==> src/rtl/alu_arbiter_if.sv <==
// alu_arbiter_if: opcode package plus the requester/ALU/response bundle of the arbiter
package enum_pkg;
  typedef enum logic [2:0] {
    Add   = 3'd0,
    Sub   = 3'd1,
    And   = 3'd2,
    Or    = 3'd3,
    Xor   = 3'd4,
    Equal = 3'd5
  } Opcode;
endpackage

interface alu_arbiter_if #(
  parameter int NUM_REQ = 4
);
  localparam int ID_W = (NUM_REQ > 1) ? $clog2(NUM_REQ) : 1;
  logic [NUM_REQ-1:0] req_valid;
  logic [NUM_REQ-1:0] req_ready;
  logic [7:0]         req_a [NUM_REQ];
  logic [7:0]         req_b [NUM_REQ];
  enum_pkg::Opcode    req_op [NUM_REQ];
  logic [7:0]         alu_a;
  logic [7:0]         alu_b;
  enum_pkg::Opcode    alu_op;
  logic [7:0]         alu_out;
  logic               rsp_valid;
  logic               rsp_ready;
  logic [ID_W-1:0]    rsp_id;
  logic [7:0]         rsp_data;
  // environment side: requesters, external ALU and response consumer
  modport master (
    output req_valid, req_a, req_b, req_op, alu_out, rsp_ready,
    input  req_ready, alu_a, alu_b, alu_op, rsp_valid, rsp_id, rsp_data
  );
  // arbiter side
  modport slave (
    input  req_valid, req_a, req_b, req_op, alu_out, rsp_ready,
    output req_ready, alu_a, alu_b, alu_op, rsp_valid, rsp_id, rsp_data
  );
endinterface

==> src/rtl/alu_arbiter.sv <==
// alu_arbiter: round-robin sharing of one external 8-bit ALU; ALU_ARB_OPCOUNT_EN adds op_count
module alu_arbiter #(
  parameter int NUM_REQ = 4
) (
  input  logic         clk,
  input  logic         rst,
`ifdef ALU_ARB_OPCOUNT_EN
  output logic [15:0]  op_count,
`endif
  alu_arbiter_if.slave bus
);
  import enum_pkg::*;
  localparam int ID_W = (NUM_REQ > 1) ? $clog2(NUM_REQ) : 1;
  typedef enum logic [1:0] {IDLE, EXEC, RESP} state_t;
  state_t             state_q, state_d;
  logic [ID_W-1:0]    rr_ptr_q, rr_ptr_d;
  logic [ID_W-1:0]    rsp_id_q, rsp_id_d;
  logic [7:0]         rsp_data_q, rsp_data_d;
  logic               rsp_valid_q, rsp_valid_d;
  logic [7:0]         alu_a_q, alu_a_d;
  logic [7:0]         alu_b_q, alu_b_d;
  Opcode              alu_op_q, alu_op_d;
  logic [ID_W-1:0]    win;
  logic [ID_W:0]      idx;
  logic [NUM_REQ-1:0] grant;
  logic               accept;
  assign accept        = (state_q == IDLE) && (|bus.req_valid) && !rst;
  assign bus.req_ready = grant;
  assign bus.alu_a     = alu_a_q;
  assign bus.alu_b     = alu_b_q;
  assign bus.alu_op    = alu_op_q;
  assign bus.rsp_valid = rsp_valid_q;
  assign bus.rsp_id    = rsp_id_q;
  assign bus.rsp_data  = rsp_data_q;
  // scan downward so the last hit is the first valid requester at or after rr_ptr
  always_comb begin
    win = '0;
    idx = '0;
    for (int i = NUM_REQ - 1; i >= 0; i--) begin
      idx = {1'b0, rr_ptr_q} + (ID_W+1)'(i);
      if (idx >= (ID_W+1)'(NUM_REQ)) idx = idx - (ID_W+1)'(NUM_REQ);
      if (bus.req_valid[idx[ID_W-1:0]]) win = idx[ID_W-1:0];
    end
  end
  // sequencer: accept -> execute -> hold response until consumed
  always_comb begin
    state_d     = state_q;
    rr_ptr_d    = rr_ptr_q;
    rsp_id_d    = rsp_id_q;
    rsp_data_d  = rsp_data_q;
    rsp_valid_d = rsp_valid_q;
    alu_a_d     = alu_a_q;
    alu_b_d     = alu_b_q;
    alu_op_d    = alu_op_q;
    grant       = '0;
    case (state_q)
      IDLE: if (accept) begin
        grant[win] = 1'b1;
        alu_a_d    = bus.req_a[win];
        alu_b_d    = bus.req_b[win];
        alu_op_d   = bus.req_op[win];
        rsp_id_d   = win;
        state_d    = EXEC;
      end
      EXEC: begin
        rsp_data_d  = bus.alu_out;
        rsp_valid_d = 1'b1;
        state_d     = RESP;
      end
      RESP: if (rsp_valid_q && bus.rsp_ready) begin
        rsp_valid_d = 1'b0;
        rr_ptr_d    = (rsp_id_q == ID_W'(NUM_REQ - 1)) ? '0 : rsp_id_q + 1'b1;
        state_d     = IDLE;
      end
      default: state_d = IDLE;
    endcase
  end
  // state and datapath registers; reset discards any in-flight op
  always_ff @(posedge clk or posedge rst) begin
    if (rst) begin
      state_q     <= IDLE;
      rr_ptr_q    <= '0;
      rsp_id_q    <= '0;
      rsp_data_q  <= 8'h00;
      rsp_valid_q <= 1'b0;
      alu_a_q     <= 8'h00;
      alu_b_q     <= 8'h00;
      alu_op_q    <= Add;
    end else begin
      state_q     <= state_d;
      rr_ptr_q    <= rr_ptr_d;
      rsp_id_q    <= rsp_id_d;
      rsp_data_q  <= rsp_data_d;
      rsp_valid_q <= rsp_valid_d;
      alu_a_q     <= alu_a_d;
      alu_b_q     <= alu_b_d;
      alu_op_q    <= alu_op_d;
    end
  end
`ifdef ALU_ARB_OPCOUNT_EN
  logic [15:0] op_count_q, op_count_d;
  assign op_count = op_count_q;
  // saturating count of accepted requests
  always_comb op_count_d = (accept && !(&op_count_q)) ? op_count_q + 16'd1 : op_count_q;
  // accept counter register
  always_ff @(posedge clk or posedge rst) begin
    if (rst) op_count_q <= 16'h0000;
    else op_count_q <= op_count_d;
  end
`endif
endmodule

==> src/flat_wrapper.sv <==
// flat-port wrapper written by rule: the top's interface ports become plain ports
module alu_arbiter_flat import enum_pkg::*;
#(
  parameter int NUM_REQ = 4
)
  (clk, rst, bus_req_valid, bus_req_a, bus_req_b, bus_req_op, bus_alu_out, bus_rsp_ready, bus_req_ready, bus_alu_a, bus_alu_b, bus_alu_op, bus_rsp_valid, bus_rsp_id, bus_rsp_data);
  alu_arbiter_if #(.NUM_REQ(NUM_REQ)) bus_i ();
  input  logic clk;
  input  logic rst;
  input wire logic [$bits(bus_i.req_valid)-1:0] bus_req_valid;
  input wire logic [$bits(bus_i.req_a)-1:0] bus_req_a;
  input wire logic [$bits(bus_i.req_b)-1:0] bus_req_b;
  input wire logic [$bits(bus_i.req_op)-1:0] bus_req_op;
  input wire logic [$bits(bus_i.alu_out)-1:0] bus_alu_out;
  input wire logic [$bits(bus_i.rsp_ready)-1:0] bus_rsp_ready;
  output wire logic [$bits(bus_i.req_ready)-1:0] bus_req_ready;
  output wire logic [$bits(bus_i.alu_a)-1:0] bus_alu_a;
  output wire logic [$bits(bus_i.alu_b)-1:0] bus_alu_b;
  output wire logic [$bits(bus_i.alu_op)-1:0] bus_alu_op;
  output wire logic [$bits(bus_i.rsp_valid)-1:0] bus_rsp_valid;
  output wire logic [$bits(bus_i.rsp_id)-1:0] bus_rsp_id;
  output wire logic [$bits(bus_i.rsp_data)-1:0] bus_rsp_data;
  assign bus_i.req_valid = bus_req_valid;
  assign bus_i.req_a = {>>{bus_req_a}};
  assign bus_i.req_b = {>>{bus_req_b}};
  assign bus_i.req_op = {>>{bus_req_op}};
  assign bus_i.alu_out = bus_alu_out;
  assign bus_i.rsp_ready = bus_rsp_ready;
  assign bus_req_ready = bus_i.req_ready;
  assign bus_alu_a = bus_i.alu_a;
  assign bus_alu_b = bus_i.alu_b;
  assign bus_alu_op = bus_i.alu_op;
  assign bus_rsp_valid = bus_i.rsp_valid;
  assign bus_rsp_id = bus_i.rsp_id;
  assign bus_rsp_data = bus_i.rsp_data;
  alu_arbiter #(.NUM_REQ(NUM_REQ)) u_core (.clk(clk), .rst(rst), .bus(bus_i));
endmodule
==> config.mk <==
export PLATFORM = sky130hd
export DESIGN_NAME = alu_arbiter_flat
export DESIGN_NICKNAME = d
export VERILOG_FILES = /design/src/rtl/alu_arbiter_if.sv /design/src/rtl/alu_arbiter.sv /design/src/flat_wrapper.sv
export SDC_FILE = /design/constraint.sdc
export NUM_CORES = 1
export LEC_CHECK = 0
export CELL_PAD_IN_SITES_DETAIL_PLACEMENT = 2
export CELL_PAD_IN_SITES_GLOBAL_PLACEMENT = 2
export CORE_MARGIN = 3
export CORE_UTILIZATION = 22
export DETAILED_ROUTE_END_ITERATION = 10
export GPL_TIMING_DRIVEN = 0
export PLACE_DENSITY_LB_ADDON = 0.2
export SLEW_MARGIN = 20
export SYNTH_ARGS = -nofsm -noshare
export SYNTH_HDL_FRONTEND = slang
export SYNTH_SLANG_ARGS = --single-unit
==> constraint.sdc <==
create_clock -name clk -period 2.3 [get_ports clk]
set_input_delay 0.46 -clock clk [delete_from_list [all_inputs] [get_ports clk]]
set_output_delay 0.46 -clock clk [all_outputs]
set_load 0.005 [all_outputs]
## After elaboration in Yosys (flattened, before gate mapping)

Index checks and enable logic that the tools add are counted.
Widths: inputs -> output; s select.

- Bitwise gates (word level): 1
- Equality and inequality tests: 5
- Reduce and logical (&&, ||, !) cells: 12
- Order comparisons: 11
- Multiplexer cells: 35
- Add/sub/neg operators: 8

Operators with widths:

| operator | count |
|---|---|
| $bmux 8 s2 | 2 |
| $mux 8 | 4 |
| $mux 2 | 11 |
| $lt 2x3->1 const B | 5 |
| $ge 3x3->1 const B | 4 |
| $bmux 1 s2 | 4 |
| $mux 4 | 2 |
| $reduce_and 2->1 | 4 |
| $sub 2x1->2 const B | 4 |
| $add 2x2->3 const B | 2 |
| $bmux 3 s2 | 1 |
| $mux 1 | 6 |
| $mux 3 | 2 |
| $pmux 2 s3 | 1 |
| $eq 2x2->1 const B | 2 |
| $logic_and 1x1->1 | 4 |
| $ne 2x1->1 const B | 2 |
| $reduce_or 4->1 | 1 |
| $add 2x1->3 const B | 1 |
| $ge 2x3->1 const B | 1 |
| $not 2->3 | 1 |
| $add 2x1->2 const B | 1 |
| $demux 1 s2 | 1 |
| $eq 2x1->1 const B | 1 |
| 5 further kinds | 5 |

- Input port bits: 91
- Flip-flop bits (word level): 34

## Logic depth before layout (Yosys ltp)

- Depth in word-level cells: 15
- Mapped depth: 7
- Depth with buffers taken out: 5

## Worst setup path after synthesis

Ideal clock, no wire load.

- Path type: input to output
- From: in bus_req_valid[1]
- To: out bus_req_ready[0]
- Data required time: 1.840 ns
- Path buffers: 2
- Arrival time: 1.379 ns
- Setup slack: 0.461 ns
- Stages: 7
- Cells stage by stage: clkbuf_2 -> a21o_1 -> a21oi_1 -> o22ai_2 -> nand2_1 -> buf_4 -> nor2_1

- Longest elaborated chain between the ends: 12
- Elaborated cells between the ends (all ways): 22
- Those cells by class: order compare (2); mux (16); reduce/logical (4)

RTL lines:

| element | RTL line | source |
|---|---|---|
| start: declaration | flat_wrapper.sv:10 | `input wire logic [$bits(bus_i.req_valid)-1:0] bus_req_valid;` |
| $bmux 1 s2 | alu_arbiter.sv:42 | `if (bus.req_valid[idx[ID_W-1:0]]) win = idx[ID_W-1:0];` |
| $mux 1 (implied by the code) | alu_arbiter.sv:42 |  |
| $mux 2 (4 in series) | alu_arbiter.sv:42 |  |
| $lt 2x3->1 (implied by the code) or $ge 2x1->1 (tied branches) | alu_arbiter.sv:58 | `grant[win] = 1'b1;` |
| $logic_and 1x1->1 (implied by the code) | alu_arbiter.sv:58 |  |
| $mux 1 (implied by the code) | alu_arbiter.sv:58 |  |
| $demux 1 s2 | n/a |  |
| $mux 4 (*) | alu_arbiter.sv:57 | `IDLE: if (accept) begin` |
| $mux 4 (*) | alu_arbiter.sv:56 | `case (state_q)` |
| end: declaration | flat_wrapper.sv:16 | `output wire logic [$bits(bus_i.req_ready)-1:0] bus_req_ready;` |

Every way passes the cells marked *; elsewhere a longest branch is shown, timed or not. The select of a mux whose other input is x is not followed.

## Worst setup path in the final report

- From: reg u_core.rr_ptr_q[1]
- To: out bus_req_ready[1]

- Longest elaborated chain between the ends: 15
- Elaborated cells between the ends (all ways): 34
- Those cells by class: add/sub (7); order compare (6); mux (20); reduce/logical (1)

RTL lines:

| element | RTL line | source |
|---|---|---|
| start: declaration | alu_arbiter.sv:16 | `logic [ID_W-1:0] rr_ptr_q, rr_ptr_d;` |
| start signal: assignment | alu_arbiter.sv:91 | `rr_ptr_q <= rr_ptr_d;` |
| $add 2x2->3 | alu_arbiter.sv:40 | `idx = {1'b0, rr_ptr_q} + (ID_W+1)'(i);` |
| $ge 3x3->1 or $sub 2x1->2 (tied branches) | alu_arbiter.sv:41 | `if (idx >= (ID_W+1)'(NUM_REQ)) idx = idx - (ID_W+1)'(NUM_REQ);` |
| $mux 2 | alu_arbiter.sv:41 |  |
| $bmux 1 s2 | alu_arbiter.sv:42 |  |
| $mux 1 (implied by the code) | alu_arbiter.sv:42 |  |
| $mux 2 (3 in series) | alu_arbiter.sv:42 |  |
| $mux 2 (*) | alu_arbiter.sv:42 |  |
| $lt 2x3->1 (implied by the code) or $ge 2x1->1 (tied branches) | alu_arbiter.sv:58 |  |
| $logic_and 1x1->1 (implied by the code) | alu_arbiter.sv:58 |  |
| $mux 1 (implied by the code) | alu_arbiter.sv:58 |  |
| $demux 1 s2 (*) | n/a |  |
| $mux 4 (*) | alu_arbiter.sv:57 |  |
| $mux 4 (*) | alu_arbiter.sv:56 |  |

Marks and branches as above.

==> metrics.txt <==
Gate Count Post-Synth=175; post-synthesis cell area=1960 sq um; post-synthesis async set-or-reset flop share=100%; Die Y=100 um; Power Dens Cells=982 nW/um^2; minimum clock period=2.24 ns; count leader, synth=dfrtp_1; WP data arrival=1.78 ns; simple-gate portion of the synthesized area=10.1%; clk_lat worst skew=0.28 ns; synth top area cells=dfrtp_1 43%, o211ai_2 11%, mux2i_1 9.7%; layout cells sized above 1=23.0%; adder-cell area share of the yosys netlist=0.638%; upper clock frequency limit=446 MHz; via/cell ratio=4.68; CORE AREA=8420 sq um; Ports=125; Post-synth top flop=dfrtp_1; Min Hold Slack=0.255 ns; leakage power=1.51 nW; EDFF count, synth=0; worst reg2reg endpoint=u_core.bus.alu_op[0]; ant diodes=0; DIE WIDTH=100 um; max_slew headroom=62.0%; initial antenna violation count=0; max-cap violation count=0; mux contribution to synthesized area=15.4%; count of state elements after synthesis=34; XOR/XNOR share of the synthesized area=0%; clock root buffer=clkbuf_8; global-route usage over all layers=15.4%; Placer Congestion=0.702; endpoint class of the critical path=output pin; Synth top area share=43.4%; routed via count=1974; Syn Area/Cell=11.2 sq um; CTS clk-pin slew, worst paths=0.07 ns; combinational family with the most area after synthesis=compound AO/OA/AOI/OAI gates; Max Slew Vio Count=0; worst clock skew=0.00642 ns; Post-Route WL=7790 um; # fillers=929; worst vdd ir=0.296 mV; R2R depth=7; number of global-route vias before repair=2293; DP Area=3340 sq um; post-DP HPWL=6090 um; area added between synthesis and finish=82.1%; leading area contributor after synthesis=dfrtp_1; wire per inst=18.5 um; worst-path fanout max=10; Ys Warns=0; class of the worst hold path=in2async; r2r setup slk=0.39 ns; global-route wire length before repair=12000 um; drt first pass iters=4; Synth cell types=31; share of the yosys chip area belonging to registers=43.4%; Compound-Gate Fraction of Synth Area=25.3%; clock sink count=34; DIE AREA=10100 sq um; reg-to-reg critical path startpoint=u_core.rr_ptr_q[0]; Worst Path Required=1.84 ns; IO Port Bufs=123; CP Class=reg2out; total grt overflow=0; H-tree depth=2; final setup vio count=0; Post-synth top cells=34 x dfrtp_1, 26 x nand2_1, 19 x a22oi_1, 19 x mux2i_1, 17 x o211ai_2; clock buffer depth=2; final number of hold-violating endpoints=0; Synthesized Nets=267; Detail Route Antenna Nets=0; Initial Util=23.3%; CTS buffer count=5; 1st-iter DRT viols=57; CTS tree=yes; largest net degree at the start of global routing=27; row cnt=33; slew of the pin with the lowest slew margin=0.571 ns; DRC Markers=0; fin area=3570 sq um; Nets=408; crit start category=register; Hold Buf Count CTS=0; status=completed; fraction of the cycle the final worst path needs=97.4%
==> power by group <==
group	total [mW]	switching [mW]	leakage, nW	internal, mW
Combinational	1.92	0.791	1.03	1.13
Clock	0.519	0.216	0.0575	0.302
Sequential	1.07	0.183	0.415	0.885
Total	3.51	1.19	1.51	2.32
==> cell type report <==
type / instances / area, sq um / share of cell area (%)
Buffer: 13 / 106 / 2.98
Clock buffer: 8 / 110 / 3.08
Inverter: 4 / 15.0 / 0.420
Multi-Input combinational cell: 124 / 1040 / 29.1
Sequential cell: 34 / 851 / 23.8
Tap cell: 105 / 131 / 3.68
Timing Repair Buffer: 134 / 1320 / 37.0
==> flip-flops by register name, indices dropped and copies added (netlist names) <==
register	flops
u_core.bus.alu_a	8
u_core.bus.alu_b	8
u_core.bus.rsp_data	8
u_core.bus.alu_op	3
u_core.bus.rsp_id	2
u_core.rr_ptr_q	2
u_core.state_q	2
u_core.bus.rsp_valid	1
==> layout by cell type, fill, tap and decap left out, types with 3 or more instances in the layout <==
cell | Yosys | final
nor2_1 | 4 | 4
clkdlybuf4s50_1 | 0 | 115
dfrtp_1 | 34 | 34
a22oi_1 | 19 | 19
nand2_1 | 26 | 25
mux2_2 | 10 | 10
o211ai_2 | 17 | 17
o21ai_0 | 3 | 3
buf_6 | 4 | 7
a21o_1 | 3 | 3
buf_4 | 1 | 9
inv_2 | 1 | 3
clkbuf_1 | 5 | 4
mux2i_1 | 19 | 19
clkbuf_8 | 0 | 9
a21oi_1 | 5 | 3
nor2b_1 | 3 | 3
==> critical path: stages, from the launching register on <==
cell,delay (ns)
dfrtp_1,0.37
buf_6,0.14
a21o_1,0.16
a21oi_2,0.14
o22ai_2,0.13
buf_4,0.16
and3_1,0.16
clkdlybuf4s15_1,0.23
==> per-stage QoR <==
step	setup TNS [ns]	instances	utilization [%]	worst slack (ns)	total power, mW
after floorplan	0	175	-	0.461	1.94
after global placement	-5.19	403	39.5	-0.774	2.87
after detailed placement	-5.91	404	39.7	-0.803	2.92
after CTS	0	421	42.4	0.0212	3.55
after global routing	-0.0601	422	42.4	-0.0324	3.78
final	0	422	42.4	0.0598	3.51
==> logic make-up after synthesis <==
kind of cell               after synthesis
AOI/OAI and AO/OA                       54
adders and majority gates                1
buffers and inverters                   17
DFF                                     34
muxes                                   29
and+or+nand+nor                         40
==> worst max path at each step <==
stage	startpoint	to	slack, ns	depth (start not counted)
floorplan	bus_req_valid[1]	bus_req_ready[0]	0.46	7
global placement	bus_req_valid[0]	bus_req_ready[0]	-0.77	7
detailed placement	bus_req_valid[0]	bus_req_ready[0]	-0.80	7
CTS	bus_req_valid[2]	bus_req_ready[0]	0.02	7
global route	u_core.rr_ptr_q[1]	bus_req_ready[1]	-0.03	7
finish	u_core.rr_ptr_q[1]	bus_req_ready[1]	0.06	7
==> metal layers <==
layer | global-route usage (%) | part of all wire, % | up-vias
met1 | 17.7 | 40 | 973
met2 | 27.5 | 51 | 70
met4 | 3.11 | 0.53 | 0
met3 | 5.63 | 7.9 | 4
met5 | 0 | 0 | -
li1 | - | - | 927
==> timing repair <==
action | in CTS | in global routing
pin swaps | 4 | 1
buffers inserted | 9 | 1
resized for setup | 28 | 6
setup endpoints to repair | 4 | 1
Power figures use the tool's default switching activity.
